## config.mk

```make
export PLATFORM = sky130hd
export DESIGN_NAME = serial_deser
export DESIGN_NICKNAME = d
export VERILOG_FILES = /design/src/rtl/serial_deser_pkg.sv /design/src/rtl/serial_deser.sv
export SDC_FILE = /design/constraint.sdc
export NUM_CORES = 1
export LEC_CHECK = 0
export ABC_AREA = 1
export CORE_UTILIZATION = 41
export DETAILED_ROUTE_END_ITERATION = 10
export PLACE_DENSITY = 0.65
export SYNTH_ARGS = -nofsm -noshare
export SYNTH_HDL_FRONTEND = slang
export SYNTH_SLANG_ARGS = --single-unit
```

## constraint.sdc

```tcl
create_clock -name i_clk -period 1.5 [get_ports i_clk]
set_input_delay 0.15 -clock i_clk [delete_from_list [all_inputs] [get_ports i_clk]]
set_output_delay 0.15 -clock i_clk [all_outputs]
set_load 0.01 [all_outputs]
```

## src/rtl/serial_deser_pkg.sv

```systemverilog
// serial_deser_pkg: shared types and constants for the serial_deser receiver.
// Latency: n/a (declarations only).
// Backpressure: n/a.
package serial_deser_pkg;

    // Receiver FSM states; PAR is only reachable when SERIAL_DESER_PARITY_EN is defined.
    typedef enum logic [1:0] {
        ST_IDLE = 2'd0,
        ST_DATA = 2'd1,
        ST_PAR  = 2'd2,
        ST_STOP = 2'd3
    } state_t;

    localparam int DEFAULT_WIDTH = 8;

    // Serial line levels.
    localparam logic LINE_IDLE  = 1'b1;
    localparam logic LINE_START = 1'b0;
    localparam logic LINE_STOP  = 1'b1;

endpackage

```

## src/rtl/serial_deser.sv

```systemverilog
// serial_deser: start/stop-framed serial receiver, LSB-first, optional even parity.
// Latency: word and error pulses are registered and visible right after the stop-bit edge.
// Backpressure: valid/ready holding register; a word completing while it is full is dropped with an overrun pulse.
//
// Ports:
//   i_clk, i_rst        rising-edge clock, synchronous active-high reset
//   i_din               serial line (idle 1, start 0, data LSB first, [parity], stop 1)
//   o_dout/o_dout_valid received word and its valid, held stable until i_dout_ready
//   i_dout_ready        consumer accepts the word when o_dout_valid && i_dout_ready
//   o_frame_err         one-cycle pulse: stop bit sampled 0
//   o_par_err           one-cycle pulse: even-parity mismatch (tied 0 without parity)
//   o_overrun           one-cycle pulse: completed word dropped, holding register full
//
// Build option: define SERIAL_DESER_PARITY_EN to expect one even-parity bit after the data bits.
module serial_deser
    import serial_deser_pkg::*;
#(
    parameter int WIDTH = DEFAULT_WIDTH
) (
    input  logic             i_clk,
    input  logic             i_rst,
    input  logic             i_din,
    output logic [WIDTH-1:0] o_dout,
    output logic             o_dout_valid,
    input  logic             i_dout_ready,
    output logic             o_frame_err,
    output logic             o_par_err,
    output logic             o_overrun
);

    localparam int               CW   = (WIDTH > 1) ? $clog2(WIDTH) : 1;
    localparam logic [CW-1:0]    LAST = CW'(WIDTH - 1);

    state_t           r_state;
    logic [CW-1:0]    r_cnt;
    logic [WIDTH-1:0] r_shift;
    logic [WIDTH-1:0] r_dout;
    logic             r_dout_valid;
    logic             r_frame_err;
    logic             r_overrun;

    state_t           w_state_nxt;
    logic [CW-1:0]    w_cnt_nxt;
    logic [WIDTH-1:0] w_shift_nxt;
    logic [WIDTH-1:0] w_dout_nxt;
    logic             w_dout_valid_nxt;
    logic             w_frame_err_nxt;
    logic             w_overrun_nxt;

`ifdef SERIAL_DESER_PARITY_EN
    logic r_par_bad;
    logic r_par_err;
    logic w_par_bad_nxt;
    logic w_par_err_nxt;
`endif

    always_comb begin
        w_state_nxt      = r_state;
        w_cnt_nxt        = r_cnt;
        w_shift_nxt      = r_shift;
        w_dout_nxt       = r_dout;
        // A handshake drains the holding register unless a new word lands below.
        w_dout_valid_nxt = r_dout_valid && !i_dout_ready;
        w_frame_err_nxt  = 1'b0;
        w_overrun_nxt    = 1'b0;
`ifdef SERIAL_DESER_PARITY_EN
        w_par_bad_nxt    = r_par_bad;
        w_par_err_nxt    = 1'b0;
`endif

        case (r_state)
            ST_IDLE: begin
                if (i_din == LINE_START) begin
                    w_state_nxt = ST_DATA;
                    w_cnt_nxt   = '0;
`ifdef SERIAL_DESER_PARITY_EN
                    w_par_bad_nxt = 1'b0;
`endif
                end
            end

            ST_DATA: begin
                w_shift_nxt[r_cnt] = i_din;
                if (r_cnt == LAST) begin
                    w_cnt_nxt = '0;
`ifdef SERIAL_DESER_PARITY_EN
                    w_state_nxt = ST_PAR;
`else
                    w_state_nxt = ST_STOP;
`endif
                end else begin
                    w_cnt_nxt = r_cnt + CW'(1);
                end
            end

`ifdef SERIAL_DESER_PARITY_EN
            ST_PAR: begin
                // Even parity: the parity bit equals the XOR of the data bits.
                w_par_bad_nxt = (i_din != (^r_shift));
                w_state_nxt   = ST_STOP;
            end
`endif

            ST_STOP: begin
                w_state_nxt = ST_IDLE;
                if (i_din != LINE_STOP) begin
                    w_frame_err_nxt = 1'b1;
`ifdef SERIAL_DESER_PARITY_EN
                end else if (r_par_bad) begin
                    w_par_err_nxt = 1'b1;
`endif
                end else if (!r_dout_valid || i_dout_ready) begin
                    // Empty, or being drained on this very edge: the new word takes its place.
                    w_dout_nxt       = r_shift;
                    w_dout_valid_nxt = 1'b1;
                end else begin
                    w_overrun_nxt = 1'b1;
                end
            end

            default: begin
                w_state_nxt = ST_IDLE;
            end
        endcase
    end

    always_ff @(posedge i_clk) begin
        if (i_rst) begin
            r_state      <= ST_IDLE;
            r_cnt        <= '0;
            r_shift      <= '0;
            r_dout       <= '0;
            r_dout_valid <= 1'b0;
            r_frame_err  <= 1'b0;
            r_overrun    <= 1'b0;
`ifdef SERIAL_DESER_PARITY_EN
            r_par_bad    <= 1'b0;
            r_par_err    <= 1'b0;
`endif
        end else begin
            r_state      <= w_state_nxt;
            r_cnt        <= w_cnt_nxt;
            r_shift      <= w_shift_nxt;
            r_dout       <= w_dout_nxt;
            r_dout_valid <= w_dout_valid_nxt;
            r_frame_err  <= w_frame_err_nxt;
            r_overrun    <= w_overrun_nxt;
`ifdef SERIAL_DESER_PARITY_EN
            r_par_bad    <= w_par_bad_nxt;
            r_par_err    <= w_par_err_nxt;
`endif
        end
    end

    assign o_dout       = r_dout;
    assign o_dout_valid = r_dout_valid;
    assign o_frame_err  = r_frame_err;
    assign o_overrun    = r_overrun;
`ifdef SERIAL_DESER_PARITY_EN
    assign o_par_err    = r_par_err;
`else
    assign o_par_err    = 1'b0;
`endif

endmodule
```

==> summary.md <==
| Metric | Value |
|---|---|
| Status | complete, no violations |
| Post-route design area | ~0.0012 mm^2 |
| Top post-synthesis cells by area | dfxtp_1 48%, nor2_1 13%, nand2_1 12%, nand3b_1 6.0%, inv_1 4.1% |
| Core Area | 0.00225 mm^2 |
| Worst Path Max Fanout | 3 |
| Worst reg2reg path depth | 5 |
| Clock skew | about 0.0029 ns |
| Die area | roughly 0.0026 mm^2 |
| Gpl congestion | 0.820 |
| Synth cell types | 17 |
| Die extent in y | slightly above 50 um |
| Critical path's slowest cell | clkdlybuf4s50_1 |
| CP Cell Sequence | clkdlybuf4s50_1 |
| CTS tree | done |
| Total track usage | 0.149 |
| RSZ-0062 raised after global routing | false |
| Min Clock Period, post-route | approximately 1.4 ns |
| Initial antenna violation count | 0 |
| Drt total wl | around 1700 um |
| DRT Pass-1 Iters | 4 |
| Mean Syn Cell Area | roughly 7.3 um^2 |
| Max_cap viols | 0 |
| HPWL after detailed placement | between 1000 and 1500 um |
| Syn nets | between 100 and 150 |
| Syn Inst Count | 137 |
| Post-CTS Setup Repair Bufs | 0 |
| DRT iter0 DRCs | 20 |
| Hold endpoint | o_frame_err |
| Largest net degree at the start of global routing | 17 |
| Data arrival time of the worst path | roughly 1.3 ns |
| Worst Path Required | between 1 and 1.5 ns |
| Hold depth | 2 |
| Num CTS Buffers | 3 |
| IO Count | 16 |
| Final core occ | 0.533 |
| CTS Hold Bufs | 0 |
| Fillers | 230 |
| Startpoint types | register |
| Die X | approximately 51 um |
| Via count | approximately 860 |
| WP depth | 1 |
| Leakage power | ~0.00050 uW |
| Final hold violations | 0 |
| Post-Place Setup Slack | 0.145 ns |
| Post-synth EDFFs | 0 |
| Most frequent cell after synthesis | nor2_1 |
| # setup viols final | 0 |
| Synthesis-to-finish area growth | 20.1% |
| FF-to-FF setup slack | a little under 0.4 ns |
| Global route overflow | 0 |
| Synth Warn # | 0 |
| Antenna Cells | 0 |
| #FFs+latches synth | 24 |
| Final worst setup slack | about 0.076 ns |
| Crit Reg-Reg Startpoint | r_state[0] |
| Min-delay src | i_din |
| Power density over the cells | 873 mW/mm^2 |
| CTS-repair resized insts | 0 |
| Longest Clk Path Bufs | 2 |
| Drc violations | 0 |
| Port bufs | 14 |
| Synth Flop Type | dfxtp_1 |
| Vias in the first global route | slightly below 700 |
| Asr flop ratio synth | 0 |
| Routed Antenna Nets | 0 |
| Clock transition at the registers of the reported paths | ~0.12 ns |
| Critical path buffers and inverters | 1 |
| Critical path class | reg2out |
| Synth cell count leaders | 34 x nor2_1, 33 x nand2_1, 24 x dfxtp_1 |
| Clk sinks | 24 |
| Total power | 1050 uW |
| Max Fclk | around 0.7 GHz |
| Layout cell share with drive strength beyond 1 | 0.0588 |
| Global-route wire length before repair | 2900 um |
| DP Area | between 0.001 and 0.0015 mm^2 |
| Starting density of the core | 0.444 |
| CP Capture Type | output port |
| Delay-heaviest family, CP | buffers and inverters |
| Highest cell delay on the worst timing path | 0.56 ns |
| Post-synth design cell area | 0.00100 mm^2 |
| # nets final | 160 |
| # H-tree levels | 1 |
| Placement row count | 17 |
| Setup TNS | 0 ns |
| Vias/cell | around 4.7 |
| Register area share after synthesis | 0.480 |
| Avg WL per Cell | a little over 9 um |
| Final period utilization | 0.949 |
| Final Max Tran Viols | 0 |
| Reg-to-reg endpoint | r_shift[4] |
| VDD IR max | roughly 0.00058 V |
| Worst-Skew Late Latency | just over 0.3 ns |
| Post-synth top area share | 0.480 |
| Min-Delay Path Class | in2reg |
| Leading area contributor after synthesis | dfxtp_1 |
| Root Driver | clkbuf_4 |
[layer usage]
layer | GRT usage | up-vias | wire, um
met3 | 0.0268 | 4 | 51
met2 | 0.229 | 16 | 803
met1 | 0.194 | 374 | 798
li1 | - | 462 | -
met5 | 0 | - | 0
met4 | 0.0811 | 0 | 27
[logic make-up after synthesis]
family                   after synthesis  synth area share
AND/OR/NAND/NOR                       85             0.367
other                                  1           0.00375
AO/OA/AOI/OAI                         10            0.0613
adder cells (fa/ha/maj)                2            0.0250
flip-flops                            24             0.480
buffers and inverters                 15            0.0625
[cell type report]
type	instances	area, um^2	share of cell area
Timing Repair Buffer	15	148	0.123
Sequential cell	24	480	0.400
Inverter	12	45.0	0.0375
Clock buffer	4	36.3	0.0302
Tap cell	28	35.0	0.0291
Multi-Input combinational cell	98	458	0.381
[power breakdown]
group          total [uW]  switching (uW)  internal (uW)
Sequential            655            8.94            646
Clock                 329             181            148
Combinational        65.8            40.6           25.1
[state kept, by name, summed over array words and instances, names as in the netlist]
signal        cells
o_dout            8
r_shift           8
r_cnt             3
r_state           2
o_dout_valid      1
o_frame_err       1
o_overrun         1
[worst max path at each step]
stage | from | end
floorplan | r_cnt[0] | r_cnt[2]
global placement | i_din | o_dout[0]
global route | o_dout_valid | o_dout_valid
finish | o_dout_valid | o_dout_valid
detailed placement | i_din | o_dout[2]
CTS | o_dout_valid | o_dout_valid
[cells in the final DEF, fill, tap and decap left out, drive strengths merged]
master	synthesis	final
a21oi	9	9
buf	3	1
clkbuf	0	4
clkdlybuf4s50	0	14
conb	1	1
dfxtp	24	24
ha	2	2
inv	12	12
nand2	33	33
nand3	6	6
nand3b	8	8
nor2	35	35
nor3	3	3
o21ai	1	1
[per-stage QoR]
step / std cells / hold WS [ns]
finish: 181 / 0.476
global route: 181 / 0.451
CTS: 181 / 0.457
detailed placement: 177 / 0.456
global placement: 177 / 0.453
floorplan: 137 / 0.227
Power figures use the tool's default switching activity.
